**src/rtl/layer_priority_ctrl.sv**
```systemverilog
// layer_priority_ctrl: per-pixel layer arbitration with a frame-aligned,
// double-buffered priority/blink configuration.
// Optional blink logic is built when LAYER_PRIORITY_CTRL_BLINK_EN is defined;
// otherwise blinkPhase is tied high and cfgBlinkMask is ignored.
module layer_priority_ctrl #(
   parameter int BLINK_FRAMES = 30   // frames per blink half-period, 1..255
) (
   input  logic       clk,
   input  logic       resetN,
   input  logic       startOfFrame,
   input  logic [3:0] drawReq,
   input  logic       cfgValid,
   input  logic [7:0] cfgPriority,
   input  logic [3:0] cfgBlinkMask,
   output logic       cfgReady,
   output logic       cfgError,
   output logic       selValid,
   output logic [1:0] selLayer,
   output logic       blinkPhase
);

   localparam logic [7:0] DEF_PRIO = 8'b11_10_01_00;

   typedef enum logic {IDLE, PENDING} state_t;

   state_t     state_q, state_d;
   logic [7:0] shadowPrio_q, activePrio_q;
   logic       cfgError_q;
   logic       selValid_q, selValid_d;
   logic [1:0] selLayer_q, selLayer_d;
   logic [3:0] idSeen;
   logic       prioOk, accept, reject, commit;
   logic [3:0] visible;

   // A priority word is legal only if every layer ID appears once
   always_comb begin
      idSeen = '0;
      for (int s = 0; s < 4; s++) idSeen[cfgPriority[2*s +: 2]] = 1'b1;
      prioOk = &idSeen;
   end

   assign accept = cfgValid && (state_q == IDLE) && prioOk;
   assign reject = cfgValid && (state_q == IDLE) && !prioOk;
   // Commit only from PENDING, so an acceptance on a startOfFrame edge waits
   // for the following frame.
   assign commit = (state_q == PENDING) && startOfFrame;

   // Next-state logic for the configuration handshake
   always_comb begin
      state_d = state_q;
      case (state_q)
         IDLE:    if (accept) state_d = PENDING;
         PENDING: if (commit) state_d = IDLE;
         default: state_d = IDLE;
      endcase
   end

   // State register, shadow/active priority tables and error pulse
   always_ff @(posedge clk or negedge resetN) begin
      if (!resetN) begin
         state_q      <= IDLE;
         shadowPrio_q <= DEF_PRIO;
         activePrio_q <= DEF_PRIO;
         cfgError_q   <= 1'b0;
      end else begin
         state_q    <= state_d;
         cfgError_q <= reject;
         if (accept) shadowPrio_q <= cfgPriority;
         if (commit) activePrio_q <= shadowPrio_q;
      end
   end

`ifdef LAYER_PRIORITY_CTRL_BLINK_EN
   localparam logic [7:0] LAST_FRAME = 8'(BLINK_FRAMES - 1);

   logic [3:0] shadowMask_q, activeMask_q;
   logic [7:0] frameCnt_q, frameCnt_d;
   logic       blinkPhase_q, blinkPhase_d;

   // Frame counter wraps at the half-period and flips the blink phase
   always_comb begin
      frameCnt_d   = frameCnt_q;
      blinkPhase_d = blinkPhase_q;
      if (startOfFrame) begin
         if (frameCnt_q == LAST_FRAME) begin
            frameCnt_d   = 8'd0;
            blinkPhase_d = !blinkPhase_q;
         end else begin
            frameCnt_d = frameCnt_q + 8'd1;
         end
      end
   end

   // Blink masks follow the same shadow/commit path; counter is free-running
   always_ff @(posedge clk or negedge resetN) begin
      if (!resetN) begin
         shadowMask_q <= '0;
         activeMask_q <= '0;
         frameCnt_q   <= '0;
         blinkPhase_q <= 1'b1;
      end else begin
         frameCnt_q   <= frameCnt_d;
         blinkPhase_q <= blinkPhase_d;
         if (accept) shadowMask_q <= cfgBlinkMask;
         if (commit) activeMask_q <= shadowMask_q;
      end
   end

   assign blinkPhase = blinkPhase_q;
   assign visible    = drawReq & ~(activeMask_q & {4{~blinkPhase_q}});
`else
   logic unusedBlinkMask;
   assign unusedBlinkMask = &{1'b0, cfgBlinkMask};
   assign blinkPhase      = 1'b1;
   assign visible         = drawReq;
`endif

   // Winner is the visible layer in the lowest-numbered slot
   always_comb begin
      selValid_d = |visible;
      selLayer_d = 2'd0;
      for (int s = 3; s >= 0; s--)
         if (visible[activePrio_q[2*s +: 2]]) selLayer_d = activePrio_q[2*s +: 2];
   end

   // One-cycle registered selection to line up with the colour mux
   always_ff @(posedge clk or negedge resetN) begin
      if (!resetN) begin
         selValid_q <= 1'b0;
         selLayer_q <= 2'd0;
      end else begin
         selValid_q <= selValid_d;
         selLayer_q <= selLayer_d;
      end
   end

   assign cfgReady = (state_q == IDLE);
   assign cfgError = cfgError_q;
   assign selValid = selValid_q;
   assign selLayer = selLayer_q;

endmodule

```
**config.mk**
```make
export PLATFORM = sky130hd
export DESIGN_NAME = layer_priority_ctrl
export DESIGN_NICKNAME = d
export VERILOG_FILES = /design/src/rtl/layer_priority_ctrl.sv
export SDC_FILE = /design/constraint.sdc
export NUM_CORES = 1
export LEC_CHECK = 0
export ABC_AREA = 1
export CAP_MARGIN = 15
export CORE_MARGIN = 5
export CORE_UTILIZATION = 30
export CTS_CLUSTER_DIAMETER = 80
export DETAILED_ROUTE_END_ITERATION = 7
export PLACE_DENSITY = 0.63
export SLEW_MARGIN = 20
export SYNTH_ARGS = -nofsm -noshare
export SYNTH_HDL_FRONTEND = slang
export SYNTH_SLANG_ARGS = --single-unit
export TNS_END_PERCENT = 30
```
**constraint.sdc**
```tcl
create_clock -name clk -period 1.2 [get_ports clk]
set_input_delay 0.12 -clock clk [delete_from_list [all_inputs] [get_ports clk]]
set_output_delay 0.12 -clock clk [all_outputs]
set_load 0.02 [all_outputs]
```
==> results.yml, run 1 <==
outcome:
  outcome: "finished clean"
detailed_routing:
  drt_first_pass_iters: 4
  dr.first_iter.drc_count: 40
  ant_nets: 0
  drc: 0
  vias_per_cell: 4.31
  drt-total-wl_um: 2250
  num_vias: 1029
  wl_per_cell_um: 9.42
place:
  place_inst: 233
  hpwl_um: 1720
  gp_congestion: 0.694
  placed_area_sq_um: 1530
  port_buffers: 20
grt:
  grt_pass1_wl_um: 3840
  grt_remaining_overflow: 0
  grt.total_usage_pct: 9.31
  grt_use_met1_pct: 10.9
  grt_pass1_vias: 920
  gr-usage-met3_pct: 2.56
  antenna_found_initial: 0
  grt_max_degree: 22
  grt_util_met2_pct: 15.8
  grt.busiest_layer: "met2"
cts:
  clk_pin_slew_ns: 0.07
  ctsHoldBuffers: 0
  clock_latency_ns: 0.26
  cts_made_buffers: 3
  clock_sinks: 21
  clockBufferDepth: 2
  cts_tree: "yes"
  htreeDepth: 1
  cts_root_buf: "clkbuf_8"
logic_synthesis:
  synth-seq-cells: 21
  syn_nets: 166
  syn_area_per_cell_sq_um: 7.67
  synth_enable_flop_cells: 0
  synth_seq_area_share_pct: 47.8
  synth_top_flop_cell: "dfrtp_1"
  synth.distinct_cells: 21
  syn_inst: 146
  async_flop_share_pct: 100
  yosysTopAreaCell: "dfrtp_1"
  synth.cell_area_sq_um: 1120
  synthTopCellsByCount: "nand2_1 (54), inv_1 (15), dfrtp_1 (13)"
  yosys-top-cells-area: "dfrtp_1 (29%), dfstp_2 (19%), nand2_1 (18%)"
  synth_most_common_cell: "nand2_1"
  yosysTopAreaCellShare_pct: 29.1
  yosysWarnings: 0
timing:
  max_freq_mhz: 848
  rsz0062_at_grt: "true"
  period_share_pct: 98.3
  finalSetupViolations: 0
  period_needed_ns: 1.18
  finalHoldWorstSlack_ns: 0.199
  skew_ns: 0.00204
  slew_violations: 0
  hold_violations: 0
pwr:
  leakage_nw: 0.844
  p_per_area_nw_per_um2: 1730
  ir_worst_vdd_uv: 491
worst_setup_path:
  timing.critical_path.buf_inv: 2
  crit_chain: "inv_2 -> nand2_1 -> nand3b_1 -> nand2_2 -> inv_2 -> nand2_2 -> nand2_1 -> nand2_1 -> nand2_1"
  regToRegSetupSlack_ns: 0.02
  cp.arrival_ns: 1.33
  r2r-end: "selLayer[1]"
  cpPeakStageDelay_ns: 0.56
  r2r_start: "activePrio_q[2]"
  cp_slowest_cell: "dfstp_2"
  cp_top_family: "flip-flops"
  critPathRequiredTime_ns: 1.35
  worst-r2r-cell-count: 9
  crit_cells: 9
  criticalPathCategory: "flip-flop to flip-flop"
  cp_max_fo: 4
  crit_top_cell: "nand2_1"
  endpoint_kind: "flip-flop"
  startpoint_type: "flip-flop"
final_layout:
  syn2layout_area_growth_pct: 44.0
  finish.utilization_pct: 44.4
  seq_area_sq_um: 536
  fillerInstances: 379
  final_cells: 239
  postLayoutCellArea_sq_um: 1610
  antennaDiodeCount: 0
  multi_input_area_sq_um: 537
  num-nets-final: 212
  drive_gt1_share_pct: 29.3
die:
  io_pins: 26
  rows: 22
  core_sq_um: 3630
  die_w_um: 71.1
  initial_core_util_pct: 30.8
  die-area_sq_um: 5050
  die_h_um: 71.1
worst_hold_path:
  worstHoldPathType: "input pin to asynchronous set/reset pin"
run:
  cap_violations: 0
cell type report:
type / count / area share [%]
inverter: 18 / 4.19
tap: 48 / 3.72
sequential: 21 / 33.2
clock buffer: 4 / 2.79
multi-input combinational: 106 / 33.3
timing repair buffer: 42 / 22.8
stage by stage:
stage	TNS [ns]	setup WS [ns]	power, mW
after CTS	-0.00610	-0.00610	2.74
after floorplan	0	0.0692	1.90
final	0	0.0208	2.79
after global routing	-0.0723	-0.0723	3.05
after global placement	-3.81	-0.330	2.28
after detailed placement	-3.88	-0.357	2.30
where the power goes:
part	leakage, nW	switching, mW	internal (mW)
logic	0.579	0.578	0.524
registers	0.242	0.178	1.06
clock network	0.0228	0.212	0.236
cell families after synthesis:
kind of cell	after synthesis	share of synthesized area [%]
AND/OR/NAND/NOR	84	32.8
multiplexers	5	5.03
other	1	0.335
flip-flops	21	47.8
AO/OA/AOI/OAI	15	6.93
buffers and inverters	20	7.04
timing repair:
| item | CTS | global route |
|---|---|---|
| cloned | 0 | 1 |
| setup endpoints to repair | 15 | 13 |
| resized for setup | 13 | 16 |
| pin swaps | 3 | 5 |
| buffers inserted | 0 | 1 |
registers in the layout (all words and copies together) (netlist names):
name and count:
activePrio_q 8, shadowPrio_q 8, selLayer 2, cfgError 1, selValid 1, state_q 1
worst reg2reg max path, stage by stage (launching register included):
cell and delay (ns):
dfstp_2 0.56, inv_2 0.05, nand2_1 0.06, nand3b_1 0.08, nand2_2 0.08, inv_2 0.04
nand2_2 0.06, nand2_1 0.05, nand2_1 0.05, nand2_1 0.04
routing by layer:
metal  up-vias  routed length [um]
met5         -                   0
met4         0                  40
met3         5                 124
met2        19                1080
met1       445                1000
li1        560                   -
layout by cell type, fill, tap and decap left out:
master	count
a21oi_1	6
buf_4	19
buf_6	3
clkbuf_1	1
clkbuf_2	1
clkbuf_8	3
clkdlybuf4s50_1	7
conb_1	1
dfrtp_1	13
dfstp_2	8
dlygate4sd2_1	9
dlymetal6s2s_1	3
inv_1	11
inv_2	7
mux2_2	5
nand2_1	51
nand2_2	3
nand3_1	3
nand3_2	2
nand3_4	1
nand3b_1	1
nand4_1	9
nor2_1	12
nor2_2	1
nor2_4	1
o211ai_1	1
o21ai_0	3
o21ai_1	4
o21ai_2	1
or2_2	1
worst max-delay path by stage:
stage / from / to
finish: activePrio_q[2] / selLayer[1]
global route: activePrio_q[2] / selLayer[1]
CTS: activePrio_q[2] / selLayer[1]
detailed placement: cfgPriority[7] / state_q
global placement: cfgPriority[7] / state_q
floorplan: state_q / shadowPrio_q[0]
No activity file was read; power rests on OpenSTA's default activity.
==> run 2: changes to the inputs <==
--- a/config.mk
+++ b/config.mk
@@ -7,7 +7,6 @@
 export LEC_CHECK = 0
 export ABC_AREA = 1
 export CAP_MARGIN = 15
-export CORE_MARGIN = 5
 export CORE_UTILIZATION = 30
 export CTS_CLUSTER_DIAMETER = 80
 export DETAILED_ROUTE_END_ITERATION = 7
==> run 2 against run 1 <==
  * Wire length grew 7.5%
  * Die area shrank 21%
  * Clock skew is essentially flat
  * Non-clock buffer count shrank 1
  * Final cell count shrank 1.3%
  * Final area shrank 1.9%
  * Maximum frequency shrank 0.62%
  * Largest cell class is now flip-flops and latches
  * Largest power group unchanged
==> results.yml, run 2 (synthesis gave the netlist of run 1 again) <==
timing:
  finalSetupViolations: 0
  tns_ns: 0
  max_freq_mhz: 843
  period_needed_ns: 1.19
  finalHoldWorstSlack_ns: 0.211
  period_share_pct: 98.9
  rsz0062_at_grt: "true"
  skew_ns: 0.00243
  slew_violations: 0
  hold_violations: 0
grt:
  grt.total_usage_pct: 12.6
  antenna_found_initial: 0
  grt_max_degree: 22
  grt_pass1_wl_um: 4020
  grt_pass1_vias: 991
  grt_remaining_overflow: 0
pwr:
  p_per_area_nw_per_um2: 1770
  ir_worst_vdd_uv: 446
  finalPower_mw: 2.81
  leakage_nw: 0.816
worst_setup_path:
  cpPeakStageDelay_ns: 0.57
  criticalPathCategory: "flip-flop to flip-flop"
  cp_top_family: "flip-flops"
  critPathRequiredTime_ns: 1.35
  r2r_start: "activePrio_q[2]"
  crit_top_cell: "nand2_1"
  cp.arrival_ns: 1.34
  timing.critical_path.buf_inv: 2
  startpoint_type: "flip-flop"
  cp_max_fo: 4
  crit_chain: "inv_2 -> nand2_2 -> nand3_2 -> nand2_2 -> inv_2 -> nand2_1 -> nand2_1 -> nand2_1 -> nand2_1"
  endpoint_kind: "flip-flop"
  startpoint: "activePrio_q[2]"
  cp_slowest_cell: "dfstp_2"
final_layout:
  mostFrequentLayoutCell: "nand2_1"
  antennaDiodeCount: 0
  num-nets-final: 211
  drive_gt1_share_pct: 27.9
  final_cell_mix: "nand2_1 (51), buf_4 (21), dfrtp_1 (13)"
  syn2layout_area_growth_pct: 41.3
cts:
  clockBufferDepth: 2
  clock_sinks: 21
  ctsHoldBuffers: 0
  clock_latency_ns: 0.25
  htreeDepth: 1
  clk_pin_slew_ns: 0.08
  cts_made_buffers: 3
  cts_tree: "yes"
  cts_root_buf: "clkbuf_8"
die:
  rows: 21
  die_h_um: 63.1
  io_pins: 26
  die-area_sq_um: 3980
  die_w_um: 63.1
  initial_core_util_pct: 32.5
  core_sq_um: 3440
detailed_routing:
  top_layer: "met3"
  met2_length_um: 1300
  dr.first_iter.drc_count: 37
  wl_met1_um: 1060
  vias_per_cell: 4.52
  drt-total-wl_um: 2420
  num_vias: 1066
  met3_length_um: 68
  wl_per_cell_um: 10.3
  drc: 0
  drt_first_pass_iters: 4
  ant_nets: 0
place:
  port_buffers: 20
  hpwl_um: 1810
  gp_congestion: 0.710
run:
  cap_violations: 0
outcome:
  outcome: "finished clean"
worst_hold_path:
  worstHoldPathType: "input pin to asynchronous set/reset pin"
[run 2: cell types whose count changed in the layout (fill, tap and decap cells not counted), moves of 2 or more]
| cell | before | now |
|---|---|---|
| buf_4 | 19 | 21 |
| buf_6 | 3 | 0 |
| dlygate4sd2_1 | 9 | 12 |
| dlymetal6s2s_1 | 3 | 0 |
| o21ai_0 | 3 | 1 |
| o21ai_1 | 4 | 7 |
[run 2: area by class of cell]
cell class,count,area [sq um]
clock buffer,3,41.3
clock inverter,1,5.00
fill,357,1860
inverter,18,67.6
multi-input combinational,106,533
sequential,21,536
tap,46,57.6
timing repair buffer,41,343
[run 2: power breakdown]
part	total (mW)	switching (mW)	internal (mW)	leakage [nW]
Combinational	1.11	0.587	0.527	0.549
Clock	0.449	0.218	0.231	0.0255
Sequential	1.24	0.184	1.06	0.242
[run 2: metal layers]
layer | vias up | GRT usage, %
met5 | - | 0
met4 | 0 | 1.74
met3 | 0 | 3.08
met2 | 17 | 24.3
met1 | 489 | 13.8
li1 | 560 | -
[run 2: worst paths after layout]
path	cells after the start	slack, ns	to
setup / recovery	9	0.01	selLayer[1]
hold / removal	2	0.21	selValid
setup reg to reg	9	0.01	selLayer[1]
hold reg to reg	2	0.47	shadowPrio_q[7]
max in group asynchronous	2	0.72	shadowPrio_q[2]
min in group clk	3	0.28	shadowPrio_q[5]
[run 2: timing repair]
| item | 4_1_cts | 5_1_grt |
|---|---|---|
| endpoints found under the setup margin | 16 | 8 |
| pin swaps | 5 | 1 |
| buffers inserted | 3 | 1 |
| cloned | 1 | 0 |
| gates resized for setup | 18 | 7 |
[run 2: through the flow]
| step | instance area, sq um | setup WS (ns) | instances | utilization (%) |
|---|---|---|---|---|
| after floorplan | 1120 | 0.0692 | 146 | - |
| after global placement | 1490 | -0.426 | 227 | 43.4 |
| after detailed placement | 1490 | -0.478 | 227 | 43.4 |
| after CTS | 1560 | 0.00165 | 235 | 45.4 |
| after global routing | 1580 | -0.0726 | 236 | 46.0 |
| final | 1580 | 0.0134 | 236 | 46.0 |
